$ cat src/rtl/seq_restoring_divider_pkg.sv
// Shared types and constants for the sequential restoring divider.
// Holds the FSM state encoding, the default operand width and a helper
// that sizes the iteration counter for a given width.
package seq_restoring_divider_pkg;

  localparam int unsigned DIV_W = 4;

  // Counter must hold values 0..w, hence clog2(w+1).
  function automatic int unsigned cnt_width(input int unsigned w);
    return $clog2(w + 1);
  endfunction

  localparam int unsigned DIV_CNT_W = cnt_width(DIV_W);

  typedef enum logic [1:0] {
    S_IDLE = 2'd0,
    S_RUN  = 2'd1,
    S_DONE = 2'd2
  } state_e;

endpackage

$ cat src/rtl/nibble_borrow_sub.sv
// Combinational borrow-ripple subtractor: diff_o = a_i - b_i, borrow-in 0.
// Ports:
//   a_i, b_i  N-bit minuend / subtrahend
//   diff_o    N-bit difference (mod 2^N)
//   borrow_o  borrow out of the MSB (1 when a_i < b_i)
module nibble_borrow_sub #(
  parameter int unsigned N = 5
) (
  input  logic [N-1:0] a_i,
  input  logic [N-1:0] b_i,
  output logic [N-1:0] diff_o,
  output logic         borrow_o
);

  logic [N:0] brw;

  // Full-subtractor chain, LSB first.
  always_comb begin
    brw    = '0;
    diff_o = '0;
    for (int i = 0; i < int'(N); i++) begin
      diff_o[i]  = a_i[i] ^ b_i[i] ^ brw[i];
      brw[i + 1] = (~a_i[i] & b_i[i]) | (~(a_i[i] ^ b_i[i]) & brw[i]);
    end
    borrow_o = brw[N];
  end

endmodule

$ cat src/rtl/seq_restoring_divider.sv
// Multi-cycle unsigned restoring divider, one quotient bit per clock.
// Optional feature macro: SEQ_DIV_EARLY_EXIT_EN -- when defined, an
// operation with dividend < divisor (divisor != 0) skips RUN entirely.
// Ports:
//   clk, rst     clock, asynchronous active-high reset
//   start        request, sampled only in IDLE
//   dividend     W-bit unsigned dividend, captured on accepted start
//   divisor      W-bit unsigned divisor, captured on accepted start
//   busy         high while in RUN
//   done         one-cycle pulse, results valid from this cycle on
//   quotient     registered W-bit quotient
//   remainder    registered W-bit remainder
//   div_by_zero  registered flag, set with done when divisor was 0
module seq_restoring_divider
  import seq_restoring_divider_pkg::*;
#(
  parameter int unsigned W = DIV_W
) (
  input  logic         clk,
  input  logic         rst,
  input  logic         start,
  input  logic [W-1:0] dividend,
  input  logic [W-1:0] divisor,
  output logic         busy,
  output logic         done,
  output logic [W-1:0] quotient,
  output logic [W-1:0] remainder,
  output logic         div_by_zero
);

  localparam int unsigned CntW = cnt_width(W);

  state_e          state_q, state_d;
  logic [W:0]      r_q, r_d;
  logic [W-1:0]    q_q, q_d;
  logic [W-1:0]    dvs_q, dvs_d;
  logic [CntW-1:0] cnt_q, cnt_d;
  logic [W-1:0]    quo_q, quo_d;
  logic [W-1:0]    rem_q, rem_d;
  logic            dbz_q, dbz_d;
  logic            busy_q, busy_d;
  logic            done_q, done_d;

  logic [W:0]      r_sh;
  logic [W-1:0]    q_sh;
  logic [W:0]      trial;
  logic            borrow;
  logic            unused_rtop;

  // {R,Q} shifted left by one. R's MSB is always 0 between iterations
  // (a restored or accepted R is below the divisor), so it drops out.
  assign r_sh        = {r_q[W-1:0], q_q[W-1]};
  assign q_sh        = q_q << 1;
  assign unused_rtop = r_q[W];

  nibble_borrow_sub #(
    .N(W + 1)
  ) u_sub (
    .a_i     (r_sh),
    .b_i     ({1'b0, dvs_q}),
    .diff_o  (trial),
    .borrow_o(borrow)
  );

  // Next-state and datapath update.
  always_comb begin
    state_d = state_q;
    r_d     = r_q;
    q_d     = q_q;
    dvs_d   = dvs_q;
    cnt_d   = cnt_q;
    quo_d   = quo_q;
    rem_d   = rem_q;
    dbz_d   = dbz_q;
    done_d  = 1'b0;

    case (state_q)
      S_IDLE: begin
        if (start) begin
          dvs_d = divisor;
          dbz_d = 1'b0;
          if (divisor == '0) begin
            state_d = S_DONE;
            done_d  = 1'b1;
            quo_d   = '1;
            rem_d   = dividend;
            dbz_d   = 1'b1;
          end
`ifdef SEQ_DIV_EARLY_EXIT_EN
          else if (dividend < divisor) begin
            state_d = S_DONE;
            done_d  = 1'b1;
            quo_d   = '0;
            rem_d   = dividend;
          end
`endif
          else begin
            r_d     = '0;
            q_d     = dividend;
            cnt_d   = '0;
            state_d = S_RUN;
          end
        end
      end

      S_RUN: begin
        // No borrow: keep the difference and set the quotient bit;
        // borrow: restore the shifted remainder.
        r_d   = borrow ? r_sh : trial;
        q_d   = {q_sh[W-1:1], ~borrow};
        cnt_d = cnt_q + CntW'(1);
        if (cnt_q == CntW'(W - 1)) begin
          state_d = S_DONE;
          done_d  = 1'b1;
          quo_d   = q_d;
          rem_d   = r_d[W-1:0];
        end
      end

      S_DONE: state_d = S_IDLE;

      default: state_d = S_IDLE;
    endcase

    busy_d = (state_d == S_RUN);
  end

  // State and output registers.
  always_ff @(posedge clk or posedge rst) begin
    if (rst) begin
      state_q <= S_IDLE;
      r_q     <= '0;
      q_q     <= '0;
      dvs_q   <= '0;
      cnt_q   <= '0;
      quo_q   <= '0;
      rem_q   <= '0;
      dbz_q   <= 1'b0;
      busy_q  <= 1'b0;
      done_q  <= 1'b0;
    end else begin
      state_q <= state_d;
      r_q     <= r_d;
      q_q     <= q_d;
      dvs_q   <= dvs_d;
      cnt_q   <= cnt_d;
      quo_q   <= quo_d;
      rem_q   <= rem_d;
      dbz_q   <= dbz_d;
      busy_q  <= busy_d;
      done_q  <= done_d;
    end
  end

  assign busy        = busy_q;
  assign done        = done_q;
  assign quotient    = quo_q;
  assign remainder   = rem_q;
  assign div_by_zero = dbz_q;

endmodule

$ cat config.mk
export PLATFORM = sky130hd
export DESIGN_NAME = seq_restoring_divider
export DESIGN_NICKNAME = d
export VERILOG_FILES = /design/src/rtl/seq_restoring_divider_pkg.sv /design/src/rtl/nibble_borrow_sub.sv /design/src/rtl/seq_restoring_divider.sv
export SDC_FILE = /design/constraint.sdc
export NUM_CORES = 1
export LEC_CHECK = 0
export CORE_ASPECT_RATIO = 1.75
export CORE_MARGIN = 5
export CORE_UTILIZATION = 35
export CTS_BUF_LIST = sky130_fd_sc_hd__clkbuf_16
export DETAILED_ROUTE_END_ITERATION = 16
export PLACE_DENSITY = 0.54
export SLEW_MARGIN = 5
export SYNTH_ARGS = -nofsm -noshare
export SYNTH_HDL_FRONTEND = slang
export SYNTH_SLANG_ARGS = --single-unit
export TNS_END_PERCENT = 50
$ cat constraint.sdc
create_clock -name clk -period 5.9 [get_ports clk]
set_input_delay 0.885 -clock clk [delete_from_list [all_inputs] [get_ports clk]]
set_output_delay 0.885 -clock clk [all_outputs]
set_load 0.01 [all_outputs]
* After elaboration in Yosys (flattened, before gate mapping)
Cells that the tools add are included.
Word-level totals: latch bits 0, memories 0, memory bits (writable) 0, register bits after elaboration 28, ROM bits 0, logic and storage cells 77, output and inout port bits 11
Operators by class: bitwise operators 27, add/subtract/negate cells 1, divide/modulo/power cells 0, multiply operators 0, mux-type cells 26, eq/ne operators 7, reduce and logical (&&, ||, !) cells 6, shifts and indexed selects 0, order comparisons 0
Operators by type and width (number):
- 2-to-1 mux 4 bit | 11
- one-hot mux 4 bit (2 select lines) | 4
- inverter 1 bit | 9
- AND 1 bit | 8
- != test 2 bit, second input constant | 4
- XOR 1 bit | 7
- 2-to-1 mux 2 bit | 3
- 2-to-1 mux 3 bit | 2
- one-hot mux 3 bit (2 select lines) | 1
- == test 2 x 1 -> 1 bit, second input constant | 2
- zero test 4 bit | 1
- one-hot mux 2 bit (2 select lines) | 1
- AND reduction 4 bit | 1
- adder 3 x 1 -> 3 bit, second input constant | 1
- == test 3 x 2 -> 1 bit, second input constant | 1
- 2-to-1 mux 1 bit | 3
- bitwise OR 1 bit | 3
- AND reduction 3 bit | 1
- zero test 2 bit | 1
- one-hot mux 1 bit (2 select lines) | 1
- AND reduction 2 bit | 1
- nonzero test 2 bit | 1

* Longest topological paths before layout
depth after elaboration 12, depth in mapped cells 8, mapped depth without buffers 8

* Cells and area by module
A second synthesis with hierarchy kept.
Unflattened totals: cells, all modules 143, area, all modules 1458.9 um^2
Modules (own cells, without submodules):
- seq_restoring_divider | sequential area each 700.7 um^2, area each 1321.3 um^2, cells each 126, times used 1
- nibble_borrow_sub | sequential area each 0.0 um^2, area each 137.6 um^2, cells each 17, times used 1

* Least setup slack after synthesis
Ideal clock, no wire load.
path kind reg2reg, start point register q_q[3], end point register rem_q[2], in the netlist remainder[2], path slack 3527 ps, setup time 82 ps, data arrival time 2291 ps, stages on the path, launching flop included 9, cell sequence dfrtp_1 > inv_1 > ha_1 > fa_1 > fa_1 > fa_1 > nor3b_1 > a211o_1 > a31oi_1
Between the ends: word-level cells in the longest chain between the ends 12, elaborated cells on any way between the ends 13, those cells by class 3 x mux; 10 x bitwise
Ends and longest elaborated chain:
- start, declared | RTL line seq_restoring_divider.sv:35 | logic [W-1:0] q_q, q_d;
- start signal, assigned | RTL line seq_restoring_divider.sv:144 | q_q <= q_d;
- inverter 1 bit * | RTL line nibble_borrow_sub.sv:23 | brw[i + 1] = (~a_i[i] & b_i[i]) | (~(a_i[i] ^ b_i[i]) & brw[i]);
- AND 1 bit * (2 in a row) | RTL line nibble_borrow_sub.sv:23
- bitwise OR 1 bit * | RTL line nibble_borrow_sub.sv:23
- AND 1 bit | RTL line nibble_borrow_sub.sv:23
- bitwise OR 1 bit | RTL line nibble_borrow_sub.sv:23
- AND 1 bit | RTL line nibble_borrow_sub.sv:23
- bitwise OR 1 bit | RTL line nibble_borrow_sub.sv:23
- AND 1 bit | RTL line nibble_borrow_sub.sv:23
- 2-to-1 mux 4 bit * | RTL line seq_restoring_divider.sv:109 | r_d = borrow ? r_sh : trial;
- 2-to-1 mux 4 bit * | RTL line seq_restoring_divider.sv:112 | if (cnt_q == CntW'(W - 1)) begin
- one-hot mux 4 bit (2 select lines) * | RTL line seq_restoring_divider.sv:77 | case (state_q)
- end signal, assigned | RTL line seq_restoring_divider.sv:148 | rem_q <= rem_d;
- end, declared | RTL line seq_restoring_divider.sv:39 | logic [W-1:0] rem_q, rem_d;
Every way passes the cells marked *; elsewhere a longest branch is shown, timed or not. The select of a mux whose other input is x is not followed. A chain may end at the register's enable or synchronous reset.

* Worst setup path after layout
start point input port divisor[3], end point register quo_q[1], in the netlist quotient[1]
Between the ends: word-level cells in the longest chain between the ends 3
Ends and longest elaborated chain:
- start, declared | RTL line seq_restoring_divider.sv:23 | input logic [W-1:0] divisor,
- zero test 4 bit | RTL line seq_restoring_divider.sv:82 | if (divisor == '0) begin
- != test 2 bit (no line)
- AND reduction 4 bit (no line)
- end signal, assigned | RTL line seq_restoring_divider.sv:147 | quo_q <= quo_d;
- end, declared | RTL line seq_restoring_divider.sv:38 | logic [W-1:0] quo_q, quo_d;
Every way passes these cells.

==> impl_summary.txt <==
----------------------------------------------------
[Layout]
  Area growth syn-to-layout ... 25.97%
  Net count reported at finish ... 159
  Layout Cells excl Fill ... 189
  Highest-count cells in the layout ignoring fill and taps ... sky130_fd_sc_hd__dfrtp_1 (28), sky130_fd_sc_hd__clkdlybuf4s50_1 (21), sky130_fd_sc_hd__inv_1 (10)
  Count of inserted antenna diode cells ... 0
  Post-layout utilization of the core ... 44.54%
  Fraction of layout cells with a size suffix above 1 ... 5.674%
  Most common cell after layout, fill and taps aside ... sky130_fd_sc_hd__dfrtp_1

[CTS]
  Total clock buffers created by CTS ... 3
  Quantity of hold-fixing buffers added after cts ... 0
  Clock transition at path regs ... 70 ps
  TritonCTS clock tree ... built
  Number of instances resized during post-cts repair ... 0
  Root cell of the clock tree ... sky130_fd_sc_hd__clkbuf_16
  Setup repair bufs after CTS ... 0
  Sinks on the clock net ... 28
  Clock tree buffer depth ... 2
  H-tree levels ... 1
  Insertion delay to the later sink of the worst-skew pair ... 260 ps

[Run]
  Max-cap violation count ... 0

[Floorplanning]
  Floorplan die area ... 5261 sq um
  Die width ... 57.02 um
  CORE AREA ... 3829 sq um
  Die Span Y ... 92.28 um
  Initial Util ... 35.36%
  Std cell rows ... 30
  Io pins ... 22

[Worst setup path]
  Category of the worst setup path capture point ... register
  Reg2reg path depth ... 8
  CP startpoint ... divisor[3]
  FF-to-FF setup slack ... 3310 ps
  Worst endpoint data arrival time ... 2920 ps
  Reg2Reg Capture Point ... r_q[3]
  RR Startpoint ... q_q[3]
  Capture point of the critical path ... quotient[1]
  Path type of the worst setup path ... in -> reg
  Top fanout value on the critical path ... 12
  Critical path launch point type ... primary input
  Data required time of the critical path ... 6090 ps

[Timing]
  RSZ-0062 raised after global routing ... no
  Setup Viol. Count Final ... 0
  Slew at the pin closest to its max-slew limit ... 1089 ps
  Clock period minus worst slack ... 2733 ps
  Final setup slack of the worst path ... 3167 ps
  Maximum achievable frequency ... 365.9 MHz
  Hold Fails Final Rpt ... 0
  Max-slew violation count ... 0
  Relative slew slack ... 27.34%
  Fraction of the cycle the final worst path needs ... 46.32%
  Worst Hold Margin ... 498.8 ps
  Sum of negative setup slack ... 0 ps
  Post-route clock skew ... 6.363 ps

[Synth]
  Syn_area_per_cell ... 11.10 sq um
  Largest area contributor in the synthesized netlist ... sky130_fd_sc_hd__dfrtp_1
  Post-Synthesis Net Count ... 139
  Area share of the largest cell type after synthesis ... 51.76%
  Largest cells by area after synthesis ... sky130_fd_sc_hd__dfrtp_1 (52%), sky130_fd_sc_hd__fa_1 (4.4%), sky130_fd_sc_hd__mux2_1 (4.2%)
  Sequential-to-total area share from yosys stat ... 51.76%
  Netlist area before placement ... 1354 sq um
  Gate count of the mapped netlist ... 122
  Number of warnings printed during yosys synthesis ... 0
  Distinct cells, synth ... 27
  Number of flip-flops and latches in the synthesized netlist ... 28

[Global routing]
  Met2 demand-to-capacity share in global routing ... 22.61%
  Tot GR Track Use ... 12.81%
  Most used routing layer ... met2
  Via count of the first global-routing pass ... 1,048
  Global route total overflow ... 0
  Global routing met1 resource utilization ... 15.11%
  Antenna violations before repair ... 0
  First-pass GRT wire length ... 5.257 mm
  Maximum number of pins on one net before global-route repair ... 29
  Routing usage on met3 ... 1.831%

[Drt]
  Router iterations before antenna repair ... 4
  Via count ... 988
  Wire length reported by the detailed router ... 3.063 mm
  Post-DR wirelength/cell ... 16.21 um
  First-iteration detailed-routing DRC count ... 19
  Number of vias per cell after detailed routing ... 5.228
  Count of antenna-violating nets left after detailed routing ... 0
  Remaining routing DRC violations ... 0

[Power]
  Leakage power total ... 0.7498 nW
  Worst supply voltage drop on vdd ... 0.0002935 V
  Pwr dens ... 578.6 nW/um^2

[Placement]
  Placed wire-length estimate after detailed placement ... 2.272 mm
  DP Cell Count ... 185
  Count of input and output buffers ... 21
  Pre-CTS setup slack ... 2879 ps
  Placer's final routability congestion estimate ... 0.8091

[Outcome]
  Outcome ... finished, final reports clean

[Min path]
  Worst hold path type ... reg -> reg

----------------------------------------------------
[report_power, final]
part	internal [mW]	switching, mW	total (mW)
clock network	0.135	0.0662	0.201
logic	0.217	0.230	0.447
registers	0.283	0.0547	0.338
total	0.636	0.351	0.987
[logic make-up after synthesis]
group / synth area share, %
fa+ha+maj: 7.209
buf+inv: 5.083
compound gates: 15.71
simple gates: 12.29
mux: 7.948
flops: 51.76
[stage by stage]
stage / area, sq um / power, mW
6_report: 1705 / 0.9867
5_1_grt: 1705 / 1.070
4_1_cts: 1705 / 0.9976
3_5_place_dp: 1600 / 0.7918
3_3_place_gp: 1600 / 0.7851
2_1_floorplan: 1354 / 0.6342
[layer usage]
metal / share of wire [%] / wire, um
met1: 40 / 1234
met2: 55 / 1689
met3: 3.6 / 109
met4: 0.98 / 30
met5: 0 / 0
[layout make-up]
| class | count | area, sq um |
|---|---|---|
| clock inverters | 1 | 30.03 |
| multi-input cells | 77 | 584.3 |
| fillers | 371 | 2123 |
| flip-flops and latches | 28 | 700.7 |
| clock buffers | 3 | 75.07 |
| well taps | 48 | 60.06 |
| repair buffers | 22 | 217.7 |
| inverters | 10 | 37.54 |
[worst min path at each step]
stage | startpoint | slack, ps | to | cells past startpoint
after floorplan | dvs_q[0] | 460 | dvs_q[0] | 1
after global placement | dvs_q[0] | 480 | dvs_q[0] | 1
after detailed placement | dvs_q[0] | 480 | dvs_q[0] | 1
after CTS | dvs_q[0] | 500 | dvs_q[0] | 1
after global routing | dvs_q[0] | 540 | dvs_q[0] | 1
final | dvs_q[0] | 500 | dvs_q[0] | 1
[state kept, by name, indices dropped and copies added, names as in the netlist]
name and count:
quotient 4, done 1, dvs_q 4, r_q 4
state_q 2, remainder 4, div_by_zero 1, q_q 4
cnt_q 3, busy 1
[synthesized netlist by cell type]
cell	n
sky130_fd_sc_hd__buf_2	4
sky130_fd_sc_hd__clkbuf_1	3
sky130_fd_sc_hd__fa_1	3
sky130_fd_sc_hd__a21o_1	2
sky130_fd_sc_hd__ha_1	3
sky130_fd_sc_hd__nand3_1	4
sky130_fd_sc_hd__a211oi_1	4
sky130_fd_sc_hd__a211o_1	4
sky130_fd_sc_hd__dfrtp_1	28
sky130_fd_sc_hd__nand2_1	8
sky130_fd_sc_hd__nor3b_1	5
sky130_fd_sc_hd__nor4_2	1
sky130_fd_sc_hd__a21oi_2	1
sky130_fd_sc_hd__mux2i_1	4
sky130_fd_sc_hd__or4_1	1
sky130_fd_sc_hd__mux2_1	5
sky130_fd_sc_hd__a21bo_1	1
sky130_fd_sc_hd__o22ai_1	1
sky130_fd_sc_hd__nor2b_1	2
sky130_fd_sc_hd__mux2_2	1
sky130_fd_sc_hd__o31ai_1	3
sky130_fd_sc_hd__nor2_1	5
sky130_fd_sc_hd__inv_1	10
sky130_fd_sc_hd__o21ai_1	7
sky130_fd_sc_hd__a31oi_1	8
sky130_fd_sc_hd__and3b_1	1
sky130_fd_sc_hd__nand2b_1	3
[worst max-delay path: stages]
cell,delay [ps]
sky130_fd_sc_hd__clkdlybuf4s50_1,450
sky130_fd_sc_hd__nor4_2,900
sky130_fd_sc_hd__a21o_1,450
sky130_fd_sc_hd__mux2i_1,230
Power figures use the tool's default switching activity.
